--- src/rtl/lab5_pkg.sv ---
// rtl/lab5_pkg.sv - shared lab5 loader defaults and FSM state encoding
`ifndef LAB5_PKG_SV
`define LAB5_PKG_SV
package lab5_pkg;

  localparam int LAB5_WORDS  = 128;
  localparam int LAB5_ADDR_W = 8;

  typedef enum logic [2:0] {
    IDLE,
    HI,
    LO,
    WR,
    FIN
  } lab5_state_t;

endpackage
`endif

--- src/rtl/lab5_byte_pack.sv ---
// rtl/lab5_byte_pack.sv - assembles high then low stream bytes into one 16-bit word
module lab5_byte_pack (
  input  logic        CLK,
  input  logic        RESET,
  input  logic        load_hi,
  input  logic        load_lo,
  input  logic [7:0]  din,
  output logic [15:0] word
);

  logic [7:0] hi_q;

  // word only changes when the low byte lands, so it holds steady between writes
  always_ff @(posedge CLK) begin
    if (RESET) begin
      hi_q <= '0;
      word <= '0;
    end else begin
      if (load_hi) hi_q <= din;
      if (load_lo) word <= {hi_q, din};
    end
  end

endmodule

--- src/rtl/lab5_iram_loader.sv ---
// rtl/lab5_iram_loader.sv - streams bytes into instruction-memory words through the IRAM write port
module lab5_iram_loader
  import lab5_pkg::*;
#(
  parameter int ADDR_W = LAB5_ADDR_W,
  parameter int WORDS  = LAB5_WORDS
) (
  input  logic              CLK,
  input  logic              RESET,
  input  logic              START,
  input  logic [6:0]        COUNT,
  input  logic [7:0]        DIN,
  input  logic              DIN_VALID,
  output logic              DIN_READY,
  output logic              WE,
  output logic [ADDR_W-1:0] WADDR,
  output logic [15:0]       WDATA,
  output logic              BUSY,
  output logic              DONE,
  output logic [15:0]       CHECKSUM
);

  localparam int IDX_W = $clog2(WORDS);

  lab5_state_t      state, state_n;
  logic [IDX_W-1:0] idx_q;
  logic [6:0]       cnt_q;
  logic             load_hi, load_lo, last;

  assign load_hi = (state == HI) && DIN_VALID;
  assign load_lo = (state == LO) && DIN_VALID;
  // COUNT of 0 wraps to 127 here, which is exactly the last index of a 128-word load
  assign last    = (idx_q == IDX_W'(cnt_q - 7'd1));

  lab5_byte_pack u_pack (
    .CLK     (CLK),
    .RESET   (RESET),
    .load_hi (load_hi),
    .load_lo (load_lo),
    .din     (DIN),
    .word    (WDATA)
  );

  always_ff @(posedge CLK) begin
    if (RESET) state <= IDLE;
    else       state <= state_n;
  end

  always_comb begin
    state_n   = state;
    DIN_READY = 1'b0;
    WE        = 1'b0;
    DONE      = 1'b0;
    BUSY      = 1'b1;
    case (state)
      IDLE: begin
        BUSY = 1'b0;
        if (START) state_n = HI;
      end
      HI: begin
        DIN_READY = 1'b1;
        if (DIN_VALID) state_n = LO;
      end
      LO: begin
        DIN_READY = 1'b1;
        if (DIN_VALID) state_n = WR;
      end
      WR: begin
        WE      = 1'b1;
        state_n = last ? FIN : HI;
      end
      FIN: begin
        DONE    = 1'b1;
        state_n = IDLE;
      end
      default: begin
        BUSY    = 1'b0;
        state_n = IDLE;
      end
    endcase
  end

  always_ff @(posedge CLK) begin
    if (RESET) begin
      idx_q    <= '0;
      cnt_q    <= '0;
      WADDR    <= '0;
      CHECKSUM <= '0;
    end else begin
      if (state == IDLE && START) begin
        cnt_q    <= COUNT;
        idx_q    <= '0;
        CHECKSUM <= '0;
      end
      if (load_lo) WADDR <= ADDR_W'({idx_q, 1'b0});
      if (state == WR) begin
        CHECKSUM <= CHECKSUM + WDATA;
        if (!last) idx_q <= idx_q + 1'b1;
      end
    end
  end

endmodule

--- config.mk ---
export PLATFORM = sky130hd
export DESIGN_NAME = lab5_iram_loader
export DESIGN_NICKNAME = d
export VERILOG_FILES = /design/src/rtl/lab5_pkg.sv /design/src/rtl/lab5_byte_pack.sv /design/src/rtl/lab5_iram_loader.sv
export SDC_FILE = /design/constraint.sdc
export NUM_CORES = 1
export LEC_CHECK = 0
export BUFFER_PORTS_ARGS = -buffer_cell sky130_fd_sc_hd__buf_4
export CAP_MARGIN = 20
export CELL_PAD_IN_SITES_DETAIL_PLACEMENT = 1
export CELL_PAD_IN_SITES_GLOBAL_PLACEMENT = 1
export CORE_ASPECT_RATIO = 0.7
export CORE_UTILIZATION = 35
export CTS_BUF_LIST = sky130_fd_sc_hd__clkbuf_8
export CTS_CLUSTER_SIZE = 12
export DETAILED_ROUTE_END_ITERATION = 6
export GPL_ROUTABILITY_DRIVEN = 1
export PLACE_DENSITY_LB_ADDON = 0.12
export REMOVE_ABC_BUFFERS = 1
export SETUP_SLACK_MARGIN = 0.15
export SLEW_MARGIN = 0
export SYNTH_ARGS = -nofsm -noshare
export SYNTH_HDL_FRONTEND = slang
export SYNTH_SLANG_ARGS = --single-unit
--- constraint.sdc ---
create_clock -name CLK -period 2.8 [get_ports CLK]
set_input_delay 0.28 -clock CLK [delete_from_list [all_inputs] [get_ports CLK]]
set_output_delay 0.28 -clock CLK [all_outputs]
set_load 0.005 [all_outputs]
Word level (Yosys, flattened, before mapping) --
Cells that the tools add are included.
Cells by class: add/subtract/negate cells 3, equal/unequal tests 8, mux-type cells 14, reduce and logical (&&, ||, !) cells 8
Operator list (number):
- 2-to-1 mux 16 bit | 2
- 2-to-1 mux 7 bit | 3
- adder 16 bit | 1
- 2-to-1 mux 3 bit | 4
- case mux 3 bit (4 select lines) | 1
- adder 7 x 1 -> 7 bit (second input constant) | 1
- equality test 7 bit | 1
- subtractor 7 x 1 -> 7 bit (second input constant) | 1
- equality test 3 x 2 -> 1 bit (second input constant) | 2
- != test 2 bit (second input constant) | 3
- 2-to-1 mux 1 bit | 4
- OR reduction 4 bit | 1
- equality test 3 x 1 -> 1 bit (second input constant) | 1
- equality test 3 bit (second input constant) | 1
- logical AND 1 bit | 3
- logical NOT 3 bit | 1
- AND reduction 3 bit | 1
- nonzero test 2 bit | 1
- OR reduction 2 bit | 1
Word-level totals: bits in registers 64, bits of input ports 19, word-level logic and storage cells 40

Longest topological paths before layout --
depth after elaboration 5, gate-level depth with buffers 10

By module --
From an unflattened synthesis, not the netlist that was laid out.
Unflattened totals: cell total of the unflattened synthesis 379, area, all modules 3462.1 µm²
Modules (own cells, without submodules):
- lab5_iram_loader | instances 1, cells an instance 302, area each 2603.7 µm², seq. area each 800.8 µm²
- lab5_byte_pack | instances 1, cells an instance 77, area each 858.3 µm², seq. area each 480.5 µm²

Worst setup path after synthesis --
No wires, ideal clock.
path kind reg-to-reg, from register u_pack.word[0], to register CHECKSUM[12], setup time 0.129 ns, arrival 2.199 ns, slack 0.471 ns, stages on the path, launching flop included 9, buffers on the path 0, clock period less this slack 2.329 ns, cell sequence dfxtp_1 -> ha_1 -> fa_1 -> a21o_1 -> a221oi_1 -> o221ai_1 -> a31oi_1 -> xor2_1 -> o21ai_0
On the way: word-level cells in the longest chain between the ends 2
Ends and longest elaborated chain:
- from (decl) | RTL line lab5_byte_pack.sv:8 | output logic [15:0] word
- from (signal assigned) | RTL line lab5_byte_pack.sv:20 | if (load_lo) word <= {hi_q, din};
- adder 16 bit | RTL line lab5_iram_loader.sv:97 | CHECKSUM <= CHECKSUM + WDATA;
- 2-to-1 mux 16 bit | RTL line lab5_iram_loader.sv:96 | if (state == WR) begin
- to (signal assigned) | RTL line lab5_iram_loader.sv:97
- to (decl) | RTL line lab5_iram_loader.sv:20 | output logic [15:0] CHECKSUM
No other way between the ends. A chain may end at the register's enable or synchronous reset.

Worst setup path in the final report --
from register u_pack.word[0], to register CHECKSUM[14]
Same word-level chain as after synthesis.

==> flow_metrics.py <==
metrics = {
    "run_status": {
        "outcome": "finished, final reports clean",
    },
    "timing": {
        "drv_slew": 0,
        "setup_viol": 0,
        "finalWorstSetupSlack_ps": 429,
        "min_period_ps": 2370,
        "rsz0062_at_grt": "no",
        "hold_viol": 0,
        "setup-tns-final_ps": 0,
        "skew_ps": 7.07,
        "fmax_mhz": 422,
        "relSlewSlack": 0.566,
        "min_period_over_period": 0.847,
        "worstMarginPinSlew_ps": 650,
    },
    "cts": {
        "cts_setup_buffers": 0,
        "cts.sinks": 64,
        "worst_skew_pair.late_latency_ps": 350,
        "cts.clk_slew.worst_paths_ps": 70,
        "root_buffer": "clkbuf_8",
        "numCtsBuffers": 9,
        "cts_resized": 0,
        "cts_hold_buf": 0,
        "clk_path_buf_depth": 2,
        "cts_tree": "done",
        "cts_max_level": 3,
    },
    "pwr": {
        "ir_worst_vdd_mv": 0.269,
        "p_leak_nw": 1.77,
        "p_per_area_nw_per_um2": 487,
        "combPwrFrac": 0.105,
        "swShare": 0.249,
        "p_switching_mw": 0.500,
        "pwr-share-clk": 0.421,
        "internal_power_mw": 1.51,
        "p_seq_frac": 0.475,
    },
    "placed_design": {
        "portBuffers": 61,
        "place_congestion": 0.828,
        "post-place-ws_ps": 417,
        "dp_hpwl_um": 6840,
    },
    "setup_path": {
        "cp_num_buf_inv": 1,
        "start_kind": "flop",
        "reg2reg_from": "u_pack.word[0]$_SDFFE_PP0P_",
        "cp_slowest_cell": "fa_1",
        "crit_chain": "ha_1 > fa_1 > a21o_1 > a221oi_1 > buf_4 > nor4_1 > o31ai_1 > nor3b_1 > o31ai_1",
        "cp.required_ps": 3030,
        "startpoint": "u_pack.word[0]$_SDFFE_PP0P_",
        "critical_path.top_delay_family": "compound AO/OA/AOI/OAI gates",
        "rr_worst_depth": 9,
        "end_kind": "flop",
        "endpoint": "CHECKSUM[14]$_SDFFE_PP0P_",
        "critical_path_depth": 9,
        "timing.rr.end": "CHECKSUM[14]$_SDFFE_PP0P_",
        "slowest_delay_ps": 410,
        "criticalPathCategory": "flop to flop",
        "cp.arrival_ps": 2600,
        "r2r_slack_ps": 430,
        "crit_path_max_fanout": 4,
        "cp_common_cell": "o31ai_1",
    },
    "grt": {
        "overflow": 0,
        "antenna_found_initial": 0,
        "grt_pass1_vias": 2957,
        "grt_pass1_wl_um": 15700,
        "grtUsageTotal": 0.201,
        "grt_start_max_net_pins": 61,
    },
    "layout": {
        "drive_gt1_frac": 0.199,
        "area_delta_synth_final_pct": 21.5,
        "diodes": 0,
        "post-route-util": 0.446,
        "nets": 500,
    },
    "synthesis": {
        "ys_seq_area_frac": 0.378,
        "synth_cell_types": 61,
        "synth_top_area_cell": "dfxtp_1",
        "synthArstFlopShare": 0,
        "synth.area.top_cells": "dfxtp_1 38%, nand2_1 8.6%, ha_1 6.3%",
        "syn_area_um2": 3390,
        "syn_avg_cell_area_um2": 8.34,
        "synth-edff-count": 0,
        "yosysTopAreaCellShare": 0.378,
        "ys_ff_latch": 64,
        "ys_warn_count": 0,
        "synth_ff_type": "dfxtp_1",
        "syn_inst": 407,
    },
    "floorplan": {
        "die_y_um": 84.4,
        "coreArea_um2": 9250,
        "start_util": 0.367,
        "top_level_ports": 63,
        "rows": 29,
        "die_w_um": 120,
        "dieArea_um2": 10100,
    },
    "min_path": {
        "min-delay-path-class": "input port to flop",
    },
    "routing": {
        "vias": 3121,
        "via_per_inst": 5.28,
        "routed_wl_um": 9560,
        "drt_iter0_markers": 145,
        "postRouteAntennaNets": 0,
        "first_pass_iters": 4,
        "drcViolationCount": 0,
        "detail_route.wl_per_cell_um": 16.2,
    },
    "run": {
        "max_cap_viol_count": 0,
    },
}
power by group through the flow:
stage / Sequential (mW) / Combinational, mW / Clock (mW)
finish: 0.952 / 0.210 / 0.844
CTS: 0.952 / 0.211 / 0.872
global placement: 0.972 / 0.206 / 0
detailed placement: 0.973 / 0.210 / 0
floorplan: 0.967 / 0.117 / 0
global route: 0.955 / 0.233 / 0.904
per-stage QoR:
stage	hold slack [ps]	instances	cell area, um2	total power, mW
after floorplan	349	384	3260	1.08
after global placement	437	576	3920	1.18
after detailed placement	446	576	3920	1.18
after CTS	162	591	4120	2.04
after global routing	172	591	4120	2.09
final	179	591	4120	2.01
how the worst min path moves through the flow:
stage / startpoint / end / cells past startpoint
2_1_floorplan: RESET / WADDR[1]$_SDFFE_PP0P_ / 1
3_3_place_gp: u_pack.hi_q[6]$_SDFFE_PP0P_ / u_pack.word[14]$_SDFFE_PP0P_ / 2
3_5_place_dp: u_pack.hi_q[5]$_SDFFE_PP0P_ / u_pack.word[13]$_SDFFE_PP0P_ / 2
4_1_cts: DIN[3] / u_pack.hi_q[3]$_SDFFE_PP0P_ / 3
5_1_grt: DIN[5] / u_pack.hi_q[5]$_SDFFE_PP0P_ / 3
6_report: DIN[3] / u_pack.hi_q[3]$_SDFFE_PP0P_ / 3
cell usage after synthesis, types with 4 or more instances:
| master | count |
|---|---|
| a21o_1 | 12 |
| a21oi_1 | 40 |
| a22oi_1 | 7 |
| a31oi_1 | 4 |
| buf_2 | 4 |
| clkbuf_1 | 10 |
| dfxtp_1 | 64 |
| ha_1 | 17 |
| inv_1 | 9 |
| mux2i_1 | 9 |
| nand2_1 | 78 |
| nand2b_1 | 4 |
| nand3_1 | 5 |
| nand4_1 | 5 |
| nor2_1 | 31 |
| nor3_1 | 6 |
| o21ai_0 | 9 |
| o31ai_1 | 4 |
| or2_2 | 4 |
| xnor2_1 | 10 |
| xor2_1 | 9 |
metal layers:
layer  GRT usage  up-vias  routed length [um]
met3      0.0537        8                 473
met5           0        -                   0
met2       0.286       58                3760
met1       0.292     1517                5220
li1            -     1538                   -
met4      0.0614        0                 102
kinds of logic after synthesis:
kind of cell,after synthesis,synth area share
fa+ha+maj,18,0.0686
xor+xnor,20,0.0557
compound gates,104,0.202
mux,10,0.0299
flops,64,0.378
buf+inv,32,0.0501
other cells,1,0.00111
simple gates,158,0.215
cells in the final DEF, fill, tap and decap left out, types with 7 or more instances in the layout:
cell | Yosys | layout
nand2_1 | 78 | 78
a22oi_1 | 7 | 7
xnor2_1 | 10 | 10
o21ai_0 | 9 | 9
nor2_1 | 31 | 31
mux2i_1 | 9 | 9
clkbuf_8 | 1 | 9
inv_1 | 9 | 11
a21o_1 | 12 | 12
buf_4 | 2 | 68
dfxtp_1 | 64 | 64
a21oi_1 | 40 | 40
xor2_1 | 9 | 9
ha_1 | 17 | 17
worst min-delay path, cell delays in order:
cell and delay, ps:
buf_4 80, mux2i_1 60, nor2_1 70
state kept, by name (all words and copies together) (netlist names):
name and cells:
state 3, WADDR 7, CHECKSUM 16, u_pack.hi_q 8, idx_q 7, cnt_q 7
u_pack.word 16
layout make-up:
class,instances,area [um2]
Clock buffer,9,124
Inverter,9,33.8
Timing Repair Buffer,68,510
Tap cell,124,155
Multi-Input combinational cell,311,1940
Sequential cell,64,1280
Fill cell,1095,5130
Clock inverter,6,77.6
No activity file was read; power rests on OpenSTA's default activity.
